### src/rtl/pwm_multi.sv
// pwm_multi: multi-channel PWM, shared prescaler and period counter,
// edge/center-aligned modes, duties double-buffered to period boundaries.
//
// Ports:
//   clk          system clock, rising edge
//   rst          asynchronous active-low reset
//   en           global enable
//   center       mode request, 1 = center-aligned, taken at boundaries
//   duty         packed duties, channel i at [i*NBITS +: NBITS]
//   load         strobe: capture duty into the shadow register
//   inv          per-channel output inversion
//   out          registered PWM outputs
//   pending      shadow holds a duty set not yet made active
//   period_start one-cycle pulse at each period boundary

`ifndef PWM_RES
`define PWM_RES 8
`endif
`ifndef PWM_FREQ
`define PWM_FREQ 1000
`endif

module pwm_multi #(
  parameter int CHANNELS = 4,
  parameter int NBITS    = `PWM_RES,
  parameter int FREQ     = `PWM_FREQ,
  parameter int CLK_FREQ = 48000000
) (
  input  logic                      clk,
  input  logic                      rst,
  input  logic                      en,
  input  logic                      center,
  input  logic [CHANNELS*NBITS-1:0] duty,
  input  logic                      load,
  input  logic [CHANNELS-1:0]       inv,
  output logic [CHANNELS-1:0]       out,
  output logic                      pending,
  output logic                      period_start
);

  localparam int DIV = CLK_FREQ / (FREQ * (2 ** NBITS)) - 1;
  localparam int DIV_C = (DIV < 0) ? 0 : DIV;
  localparam int PW = (DIV_C < 2) ? 1 : $clog2(DIV_C + 1);
  localparam logic [PW-1:0] DIV_V = PW'(DIV_C);
  localparam logic [NBITS-1:0] MAX = '1;
  localparam logic [NBITS-1:0] ONE = NBITS'(1);
  localparam bit SHORT = (NBITS == 1);

  if (DIV < 0) begin : g_div_chk
    $fatal(1, "pwm_multi: CLK_FREQ too low for FREQ and NBITS");
  end

  if (CHANNELS < 1 || CHANNELS > 16) begin : g_ch_chk
    $fatal(1, "pwm_multi: CHANNELS must be 1..16");
  end

  logic [PW-1:0]             psc;
  logic [PW-1:0]             psc_n;
  logic [NBITS-1:0]          cnt;
  logic [NBITS-1:0]          cnt_n;
  logic                      dir_dn;
  logic                      dir_n;
  logic                      ctr_mode;
  logic                      en_q;
  logic [CHANNELS*NBITS-1:0] shadow;
  logic [CHANNELS*NBITS-1:0] active;
  logic [CHANNELS-1:0]       out_n;

  logic tick;
  logic edge_end;
  logic ctr_end;
  logic bnd;
  logic adv;

  // A period ends on the tick that would leave the last count.
  // The first enabled cycle is also a boundary so that a freshly
  // enabled block starts a clean period with the shadow duties.
  always_comb begin
    tick     = (psc == DIV_V);
    edge_end = tick & ~ctr_mode & (cnt == MAX);
    ctr_end  = tick & ctr_mode &
               ((dir_dn & (cnt == ONE)) |
                (SHORT & ~dir_dn & (cnt == MAX)));
    bnd      = en & (~en_q | edge_end | ctr_end);
    adv      = en & ~bnd & tick;
  end

  always_comb begin
    psc_n = psc;
    cnt_n = cnt;
    dir_n = dir_dn;
    unique case (1'b1)
      !en, bnd: begin
        psc_n = '0;
        cnt_n = '0;
        dir_n = 1'b0;
      end
      adv: begin
        psc_n = '0;
        unique case (1'b1)
          !ctr_mode: cnt_n = cnt + 1'b1;
          ctr_mode && !dir_dn && cnt == MAX: begin
            cnt_n = cnt - 1'b1;
            dir_n = 1'b1;
          end
          ctr_mode && !dir_dn && cnt != MAX:
            cnt_n = cnt + 1'b1;
          default: cnt_n = cnt - 1'b1;
        endcase
      end
      default: psc_n = psc + 1'b1;
    endcase
  end

  always_comb begin
    out_n = inv;
    if (en) begin
      for (int i = 0; i < CHANNELS; i++) begin
        out_n[i] = (cnt < active[i*NBITS +: NBITS]) ^ inv[i];
      end
    end
  end

  always_ff @(posedge clk or negedge rst) begin
    if (!rst) begin
      psc          <= '0;
      cnt          <= '0;
      dir_dn       <= 1'b0;
      ctr_mode     <= 1'b0;
      en_q         <= 1'b0;
      shadow       <= '0;
      active       <= '0;
      pending      <= 1'b0;
      period_start <= 1'b0;
      out          <= '0;
    end else begin
      psc          <= psc_n;
      cnt          <= cnt_n;
      dir_dn       <= dir_n;
      en_q         <= en;
      out          <= out_n;
      period_start <= bnd;
      if (bnd) begin
        active   <= shadow;
        ctr_mode <= center;
      end
      // A load on a boundary still wins: the old shadow moves to
      // active and the new one stays pending.
      if (load) begin
        shadow  <= duty;
        pending <= 1'b1;
      end else if (bnd) begin
        pending <= 1'b0;
      end
    end
  end

endmodule

### config.mk
export PLATFORM = sky130hd
export DESIGN_NAME = pwm_multi
export DESIGN_NICKNAME = d
export VERILOG_FILES = /design/src/rtl/pwm_multi.sv
export SDC_FILE = /design/constraint.sdc
export NUM_CORES = 1
export LEC_CHECK = 0
export CAP_MARGIN = 10
export CORE_MARGIN = 8
export CORE_UTILIZATION = 45
export CTS_CLUSTER_DIAMETER = 40
export DETAILED_ROUTE_END_ITERATION = 12
export HOLD_SLACK_MARGIN = 0.1
export PLACE_DENSITY = 0.64
export SKIP_LAST_GASP = 1
export SLEW_MARGIN = 20
export SYNTH_ARGS = -nofsm -noshare
export SYNTH_HDL_FRONTEND = slang
export SYNTH_SLANG_ARGS = --single-unit
### constraint.sdc
create_clock -name clk -period 6.65 [get_ports clk]
set_input_delay 1.33 -clock clk [delete_from_list [all_inputs] [get_ports clk]]
set_output_delay 1.33 -clock clk [all_outputs]
set_load 0.01 [all_outputs]
* Word level (Yosys, flattened, before mapping) *
Cells that the tools add are included.
W data, S select, Z words.

word-level totals
  register bits after elaboration = 89
  bits of input ports = 41
  output and inout bits = 6
  word-level logic and storage cells = 59

cells by class
  bitwise operators = 17
  reduce and logical (&&, ||, !) cells = 12
  multiplexer cells = 8
  magnitude comparators = 4
  $add $sub $neg = 3
  equality and inequality tests = 5

operators with widths
  kind                   count
  $lt A8 B8 Y1           4
  $add A8 B1 Y8 const B  2
  $eq A8 B8 Y1 const B   2
  $mux W8                2
  $pmux W8 S2            1
  $and A1 B1 Y1          8
  $eq A8 B1 Y1 const B   1
  $ne A8 B8 Y1 const B   1
  $sub A8 B1 Y8 const B  1
  $mux W4                1
  $reduce_bool A2 Y1     2
  $reduce_or A2 Y1       2
  $xor A1 B1 Y1          4
  $logic_and A1 B1 Y1    3
  $logic_not A1 Y1       3
  $mux W1                3
  $not A1 Y1             3
  $reduce_or A3 Y1       1
  $ne A2 B1 Y1 const B   1
  $or A1 B1 Y1           2
  $pmux W1 S2            1
  $reduce_and A2 Y1      1

* Logic depth before layout (Yosys ltp) *
Gate-level depths: netlist of the first run.

  depth after elaboration = 11
  mapped depth = 10
  depth with buffers taken out = 7

* Least setup slack after synthesis of the first run *
No wires, ideal clock.

  kind = input -> register
  start = input en
  end = register out[0]
  data arrival time = 2567 ps
  stages = 5
  path buffers = 1
  library setup time = 94 ps
  setup slack = 3989 ps
  data required time = 6556 ps
  cells stage by stage = clkbuf_2 or4b_2 a21oi_1 o221ai_1 a211oi_1

on the way
  longest elaborated chain between the ends = 1

ends and longest elaborated chain
  item                  line  source
  from (decl)           31    input logic en,
  $mux W4               117   if (en) begin
  via out_n[0]          67    logic [CHANNELS-1:0] out_n;
  to (signal assigned)  141   out <= out_n;
  to (decl)             36    output logic [CHANNELS-1:0] out,

The timed path passes the listed nets, and every way through them passes these cells.
A chain may end at the register's enable or synchronous reset.

* Worst setup path in the final report of the first run *
  start = input en
  end = register out[1]

Same word-level chain as after synthesis.

==> impl_metrics.prom, run 1 <==
# TYPE chip_impl_metric gauge
chip_impl_metric{name="arrival",unit="ns"} 3.45
chip_impl_metric{name="numCtsBuffers",unit=""} 9
chip_impl_info{name="synth.top_cells.by_count",value="sky130_fd_sc_hd__dfrtp_1 (89), sky130_fd_sc_hd__inv_1 (41), sky130_fd_sc_hd__mux2_2 (37)"} 1
chip_impl_info{name="cp_slowest_cell",value="sky130_fd_sc_hd__clkdlybuf4s50_1"} 1
chip_impl_metric{name="drive_gt1_share",unit="%"} 21.5
chip_impl_metric{name="finalNonFillerCells",unit=""} 583
chip_impl_metric{name="power.switching_fraction",unit="%"} 24.7
chip_impl_metric{name="dieHeight",unit="µm"} 118
chip_impl_metric{name="mappedNetlistNets",unit=""} 471
chip_impl_metric{name="post-dp-hpwl",unit="µm"} 6300
chip_impl_metric{name="synthToLayoutAreaGrowth",unit="%"} 15.8
chip_impl_info{name="synth.top_cells.by_area",value="sky130_fd_sc_hd__dfrtp_1 (47%), sky130_fd_sc_hd__mux2_2 (8.8%), sky130_fd_sc_hd__ha_1 (8.7%)"} 1
chip_impl_metric{name="grt_pass1_vias",unit=""} 3266
chip_impl_metric{name="antenna_found_initial",unit=""} 0
chip_impl_metric{name="drt_pass1_iterations",unit=""} 4
chip_impl_metric{name="via_per_inst",unit=""} 5.23
chip_impl_metric{name="report.power.total",unit="mW"} 1.26
chip_impl_info{name="cts_tree",value="yes"} 1
chip_impl_metric{name="dieArea",unit="µm²"} 14000
chip_impl_metric{name="grt_first_pass_wirelength",unit="µm"} 15600
chip_impl_metric{name="switching_power",unit="mW"} 0.311
chip_impl_metric{name="leakage",unit="nW"} 2.53
chip_impl_metric{name="ant_nets",unit=""} 0
chip_impl_metric{name="yosysSeqAreaShare",unit="%"} 47.2
chip_impl_metric{name="final_hold_viol_count",unit=""} 0
chip_impl_metric{name="start_util",unit="%"} 46.0
chip_impl_metric{name="remaining_drc_errors",unit=""} 0
chip_impl_metric{name="multi_input_comb_area",unit="µm²"} 2240
chip_impl_metric{name="final_min_period_over_clock_period",unit="%"} 48.1
chip_impl_metric{name="report.final.setup_viol",unit=""} 0
chip_impl_metric{name="gpl.final_weighted_congestion",unit=""} 0.772
chip_impl_info{name="synth_largest_area_cell",value="sky130_fd_sc_hd__dfrtp_1"} 1
chip_impl_metric{name="slew_violations",unit=""} 0
chip_impl_metric{name="post_synth_instance_area",unit="µm²"} 4720
chip_impl_metric{name="finClkSkew",unit="ns"} 0.0118
chip_impl_metric{name="placeableCoreArea",unit="µm²"} 10300
chip_impl_metric{name="worst_path_largest_cell_delay",unit="ns"} 0.73
chip_impl_metric{name="detail_route.iter0.violations",unit=""} 89
chip_impl_info{name="criticalPathCategory",value="input pin to register"} 1
chip_impl_metric{name="async_flop_share",unit="%"} 100
chip_impl_metric{name="number_of_flops_mapped_to_enable_cells_by_yosys",unit=""} 0
chip_impl_metric{name="period_minus_slack",unit="ns"} 3.20
chip_impl_metric{name="clock_sink_count",unit=""} 89
chip_impl_metric{name="synth.distinct_cells",unit=""} 44
chip_impl_metric{name="maxCapViolCount",unit=""} 0
chip_impl_metric{name="synthDominantCellAreaShare",unit="%"} 47.2
chip_impl_metric{name="post_drt_wl_per_cell",unit="µm"} 15.5
chip_impl_metric{name="cts_hold_buf",unit=""} 0
chip_impl_metric{name="fillers",unit=""} 906
chip_impl_metric{name="cts_buffer_depth",unit=""} 2
chip_impl_metric{name="synthesized_area_divided_by_synthesized_cell_count",unit="µm²"} 11.9
chip_impl_metric{name="seqPwrFrac",unit="%"} 50.9
chip_impl_info{name="worstPathCellList",value="clkdlybuf4s50_1, or4b_2, a21oi_1, o21a_1, o31ai_1, a211oi_1"} 1
chip_impl_metric{name="numPlacedInstances",unit=""} 567
chip_impl_metric{name="routed-via-count",unit=""} 3050
chip_impl_metric{name="post_cts_resize_count",unit=""} 0
chip_impl_metric{name="worstMarginPinSlew",unit="ns"} 0.790
chip_impl_metric{name="slew_headroom",unit="%"} 47.3
chip_impl_info{name="cts-root-buf",value="sky130_fd_sc_hd__clkbuf_8"} 1
chip_impl_metric{name="comb_power_share",unit="%"} 17.3
chip_impl_metric{name="synthesis.instances",unit=""} 397
chip_impl_metric{name="clock_power_share",unit="%"} 31.8
chip_impl_metric{name="synth_seq_cells",unit=""} 89
chip_impl_metric{name="crit_fanout",unit=""} 13
chip_impl_info{name="holdCritPathClass",value="register to register"} 1
chip_impl_metric{name="upper_clock_frequency_limit",unit="MHz"} 313
chip_impl_metric{name="cts.repair_timing.setup_buffer_count",unit=""} 0
chip_impl_info{name="rsz_0062_raised_after_global_routing",value="no"} 1
chip_impl_metric{name="top_level_ports",unit=""} 47
chip_impl_metric{name="place.port_buffers",unit=""} 46
chip_impl_metric{name="clk-insertion-delay-late",unit="ns"} 0.35
chip_impl_metric{name="grt.total_usage",unit="%"} 13.7
chip_impl_metric{name="maximum_number_of_pins_on_one_net_before_global_route_repair",unit=""} 90
chip_impl_metric{name="setup-tns-final",unit="ns"} 0
chip_impl_metric{name="die_width",unit="µm"} 118
chip_impl_info{name="yosysMostFrequentCell",value="sky130_fd_sc_hd__dfrtp_1"} 1
chip_impl_info{name="run_status",value="finished, final reports clean"} 1
chip_impl_metric{name="drt_total_wl",unit="µm"} 9040
chip_impl_metric{name="intPower",unit="mW"} 0.949
chip_impl_metric{name="final_nets",unit=""} 516
chip_impl_metric{name="number_of_cell_rows",unit=""} 37
chip_impl_metric{name="clkTransAtPathRegs",unit="ns"} 0.09
chip_impl_metric{name="global_route_congestion_overflow_total",unit=""} 0
chip_impl_metric{name="synthesis.yosys.warnings",unit=""} 0
chip_impl_metric{name="antenna_cells",unit=""} 0
chip_impl_metric{name="powerDensity",unit="nW/µm²"} 231
chip_impl_info{name="worstSetupEndpointType",value="register"} 1
chip_impl_metric{name="htreeDepth",unit=""} 3
chip_impl_info{name="critPathLaunchType",value="input pin"} 1
chip_impl_metric{name="ir_worst_vdd",unit="V"} 0.000123
chip_impl_metric{name="seqCellArea",unit="µm²"} 2230
chip_impl_info{name="synth_ff_type",value="sky130_fd_sc_hd__dfrtp_1"} 1
chip_impl_metric{name="cp_data_required_time",unit="ns"} 6.90
-- state kept, by name (all words and copies together), names as in the netlist, 4 cells and up --
name	cells
cnt	8
active	32
psc	8
out	4
shadow	32
-- worst max-delay path: cells and delay by family --
| family | cells | cell delay, ns |
|---|---|---|
| buf+inv | 1 | 0.73 |
| simple gates | 1 | 0.63 |
| compound gates | 4 | 0.76 |
-- per-layer routing --
layer | global-route usage, % | vias up | share of wire (%)
li1 | - | 1479 | -
met1 | 15.8 | 1503 | 44
met2 | 23.5 | 54 | 50
met3 | 3.00 | 14 | 3.5
met4 | 7.04 | 0 | 2.1
met5 | 0 | - | 0
-- kinds of logic (layout without fill, tap and decap cells) --
group / after synthesis / after routing / synth area share, %
AND/OR/NAND/NOR: 94 / 94 / 11.0
flip-flops: 89 / 89 / 47.2
multiplexers: 70 / 70 / 18.7
buffers and inverters: 54 / 104 / 5.67
AO/OA/AOI/OAI: 48 / 48 / 7.13
adder cells (fa/ha/maj): 33 / 33 / 8.74
XOR/XNOR: 9 / 9 / 1.67
-- per-stage QoR --
| stage | instance area (µm²) | util, % | hold slack, ns | worst slack (ns) |
|---|---|---|---|---|
| after floorplan | 4720 | - | 0.468 | 3.99 |
| after global placement | 5250 | 51.0 | 0.485 | 3.07 |
| after detailed placement | 5250 | 51.0 | 0.487 | 3.00 |
| after CTS | 5460 | 53.1 | 0.505 | 3.39 |
| after global routing | 5470 | 53.2 | 0.526 | 3.30 |
| final | 5470 | 53.2 | 0.499 | 3.45 |
-- cells in the final DEF (no fill, tap or decap), types with 5 or more instances in the layout --
master and n:
sky130_fd_sc_hd__a211oi_1 5, sky130_fd_sc_hd__a21oi_1 12, sky130_fd_sc_hd__clkbuf_8 9, sky130_fd_sc_hd__clkdlybuf4s50_1 45, sky130_fd_sc_hd__dfrtp_1 89, sky130_fd_sc_hd__ha_1 33, sky130_fd_sc_hd__inv_1 41, sky130_fd_sc_hd__mux2_2 37
sky130_fd_sc_hd__mux2_4 27, sky130_fd_sc_hd__mux2i_1 6, sky130_fd_sc_hd__nand2_1 18, sky130_fd_sc_hd__nand2b_1 6, sky130_fd_sc_hd__nand3_1 15, sky130_fd_sc_hd__nor2_1 21, sky130_fd_sc_hd__o21ai_0 9, sky130_fd_sc_hd__xor2_1 6
-- worst paths after layout --
check | startpoint | to | slack [ns] | cells past startpoint
min in group asynchronous | rst | out[1]$_DFF_PN0_ | 1.04 | 1
max in group asynchronous | rst | shadow[2]$_DFFE_PN0P_ | 5.08 | 1
worst min-delay path | shadow[20]$_DFFE_PN0P_ | active[20]$_DFFE_PN0P_ | 0.50 | 1
worst max register to register | cnt[2]$_DFFE_PN0P_ | active[0]$_DFFE_PN0P_ | 3.75 | 5
worst max-delay path | en | out[1]$_DFF_PN0_ | 3.45 | 6
worst min register to register | shadow[20]$_DFFE_PN0P_ | active[20]$_DFFE_PN0P_ | 0.50 | 1
-- power by group through the flow --
stage	combinational, mW	sequential [mW]	clock (mW)
6_report	0.218	0.641	0.401
3_3_place_gp	0.211	0.651	0
2_1_floorplan	0.153	0.642	0
3_5_place_dp	0.222	0.652	0
4_1_cts	0.223	0.643	0.413
5_1_grt	0.245	0.650	0.431
-- cell type report --
class	instances	share of cell area, %
tap	136	3.11
clock inverter	4	1.40
multi-input combinational	254	40.9
clock buffer	12	2.47
sequential	89	40.7
inverter	41	2.81
timing repair buffer	47	8.58
Note: power is estimated with default switching activity, not from simulation.
==> run 2, diff against run 1 <==
Clock period 6.65 ns to 2.98 ns, I/O delays scaled along.
==> impl_metrics.prom, run 2 (synthesis gave the netlist of run 1 again) <==
# TYPE chip_impl_metric gauge
chip_impl_metric{name="worstMarginPinSlew",unit="ns"} 0.588
chip_impl_metric{name="post_cts_resize_count",unit=""} 0
chip_impl_metric{name="post_drt_wl_per_cell",unit="µm"} 15.4
chip_impl_metric{name="final_min_period_over_clock_period",unit="%"} 82.9
chip_impl_metric{name="fin_hold_ws",unit="ns"} 0.233
chip_impl_info{name="mostFrequentLayoutCells",value="sky130_fd_sc_hd__dfrtp_1 (89), sky130_fd_sc_hd__clkdlybuf4s50_1 (45), sky130_fd_sc_hd__inv_1 (41), sky130_fd_sc_hd__mux2_2 (37), sky130_fd_sc_hd__ha_1 (33)"} 1
chip_impl_metric{name="grt_pass1_vias",unit=""} 3334
chip_impl_metric{name="maximum_number_of_pins_on_one_net_before_global_route_repair",unit=""} 46
chip_impl_metric{name="upper_clock_frequency_limit",unit="MHz"} 405
chip_impl_info{name="cts-root-buf",value="sky130_fd_sc_hd__clkbuf_8"} 1
chip_impl_metric{name="grt_first_pass_wirelength",unit="µm"} 15700
chip_impl_metric{name="cp_data_required_time",unit="ns"} 3.23
chip_impl_info{name="worstSetupEndpointType",value="register"} 1
chip_impl_metric{name="drt_total_wl",unit="µm"} 9050
chip_impl_metric{name="ir_worst_vdd",unit="V"} 0.000297
chip_impl_info{name="holdCritPathClass",value="input pin to asynchronous set/reset pin"} 1
chip_impl_metric{name="slew_violations",unit=""} 0
chip_impl_metric{name="report.final.setup_viol",unit=""} 0
chip_impl_metric{name="slew_headroom",unit="%"} 60.8
chip_impl_metric{name="detail_route.iter0.violations",unit=""} 103
chip_impl_metric{name="arrival",unit="ns"} 2.72
chip_impl_metric{name="antenna_cells",unit=""} 0
chip_impl_info{name="rsz_0062_raised_after_global_routing",value="no"} 1
chip_impl_info{name="run_status",value="finished, final reports clean"} 1
chip_impl_metric{name="antenna_found_initial",unit=""} 0
chip_impl_metric{name="clock_sink_count",unit=""} 89
chip_impl_metric{name="placed_area",unit="µm²"} 5320
chip_impl_metric{name="grt.total_usage",unit="%"} 13.7
chip_impl_metric{name="htreeDepth",unit=""} 3
chip_impl_metric{name="remaining_drc_errors",unit=""} 0
chip_impl_metric{name="via_per_inst",unit=""} 5.12
chip_impl_metric{name="drt_pass1_iterations",unit=""} 4
chip_impl_metric{name="clkTransAtPathRegs",unit="ns"} 0.10
chip_impl_metric{name="place.port_buffers",unit=""} 46
chip_impl_metric{name="report.power.total",unit="mW"} 2.78
chip_impl_metric{name="leakage",unit="nW"} 2.56
chip_impl_metric{name="crit_fanout",unit=""} 35
chip_impl_metric{name="cts_buffer_depth",unit=""} 2
chip_impl_metric{name="placeableCoreArea",unit="µm²"} 10300
chip_impl_info{name="layout_top_registers",value="active (32), shadow (32)"} 1
chip_impl_metric{name="gpl.final_weighted_congestion",unit=""} 0.758
chip_impl_metric{name="routed-via-count",unit=""} 3016
chip_impl_metric{name="drive_gt1_share",unit="%"} 23.2
chip_impl_metric{name="maxCapViolCount",unit=""} 0
chip_impl_metric{name="global_route_congestion_overflow_total",unit=""} 0
chip_impl_metric{name="final_nets",unit=""} 522
chip_impl_metric{name="clk-insertion-delay-late",unit="ns"} 0.37
chip_impl_metric{name="dieArea",unit="µm²"} 14000
chip_impl_info{name="critPathLaunchType",value="register"} 1
chip_impl_metric{name="die_width",unit="µm"} 118
chip_impl_metric{name="finClkSkew",unit="ns"} 0.0161
chip_impl_info{name="criticalPathCategory",value="register to register"} 1
chip_impl_info{name="cts_tree",value="yes"} 1
chip_impl_metric{name="number_of_cell_rows",unit=""} 37
chip_impl_metric{name="cts.repair_timing.setup_buffer_count",unit=""} 0
chip_impl_metric{name="setup-tns-final",unit="ns"} 0
chip_impl_metric{name="cts_hold_buf",unit=""} 0
chip_impl_metric{name="powerDensity",unit="nW/µm²"} 503
chip_impl_metric{name="fillers",unit=""} 911
chip_impl_metric{name="post-dp-hpwl",unit="µm"} 6370
chip_impl_metric{name="period_minus_slack",unit="ns"} 2.47
chip_impl_metric{name="top_level_ports",unit=""} 47
chip_impl_metric{name="start_util",unit="%"} 46.0
chip_impl_metric{name="worst_reg_to_reg_path_cell_count",unit=""} 8
chip_impl_metric{name="dieHeight",unit="µm"} 118
chip_impl_metric{name="ant_nets",unit=""} 0
chip_impl_metric{name="final_design_area_no_fill",unit="µm²"} 5520
chip_impl_metric{name="numCtsBuffers",unit=""} 9
chip_impl_metric{name="final_hold_viol_count",unit=""} 0
chip_impl_metric{name="synthToLayoutAreaGrowth",unit="%"} 16.8
chip_impl_info{name="layout_commonest_cell",value="sky130_fd_sc_hd__dfrtp_1"} 1
## run 2: area by class of cell
| type | count | area, µm² | area share [%] |
|---|---|---|---|
| clock inverter | 7 | 78.8 | 1.43 |
| clock buffer | 9 | 124 | 2.24 |
| sequential | 89 | 2230 | 40.4 |
| tap | 136 | 170 | 3.08 |
| multi-input combinational | 254 | 2230 | 40.4 |
| timing repair buffer | 53 | 536 | 9.70 |
| inverter | 41 | 154 | 2.79 |
## run 2: layer usage
metal  GRT usage, %  vias to the layer above  share of wire (%)
met5              0                        -                  0
li1               -                     1489                  -
met3           2.71                       14                3.2
met4           6.25                        0                2.1
met2           23.6                       49                 50
met1           16.2                     1464                 45
## run 2: power breakdown
part	switching (mW)	leakage, nW	internal, mW
logic	0.192	1.38	0.296
clock network	0.463	0.0977	0.396
registers	0.0819	1.08	1.35
## run 2: metrics by stage
stage	util (%)	worst slack [ns]	instances
after CTS	53.7	0.522	589
after detailed placement	51.7	0.377	573
after floorplan	-	0.586	397
final	53.7	0.510	589
after global routing	53.7	0.375	589
after global placement	51.7	0.468	573
## run 2: final timing paths
path                                  startpoint  slack [ns]                endpoint
max in group asynchronous                    rst        2.12  shadow[18]$_DFFE_PN0P_
worst min-delay path                         rst        0.23  shadow[12]$_DFFE_PN0P_
min in group clk                psc[0]$_DFF_PN0_        0.50        psc[0]$_DFF_PN0_
worst max-delay path            psc[0]$_DFF_PN0_        0.51   active[2]$_DFFE_PN0P_
worst max register to register  psc[0]$_DFF_PN0_        0.51   active[2]$_DFFE_PN0P_
worst min register to register  psc[0]$_DFF_PN0_        0.50        psc[0]$_DFF_PN0_
## run 2: critical path, stage by stage, from the launching register on
cell and delay (ns):
sky130_fd_sc_hd__dfrtp_1 0.42, sky130_fd_sc_hd__inv_1 0.07, sky130_fd_sc_hd__ha_1 0.14, sky130_fd_sc_hd__nand4b_1 0.17, sky130_fd_sc_hd__or2_2 0.46, sky130_fd_sc_hd__o31ai_2 0.25
sky130_fd_sc_hd__o21a_2 0.20, sky130_fd_sc_hd__buf_12 0.25, sky130_fd_sc_hd__mux2_2 0.37
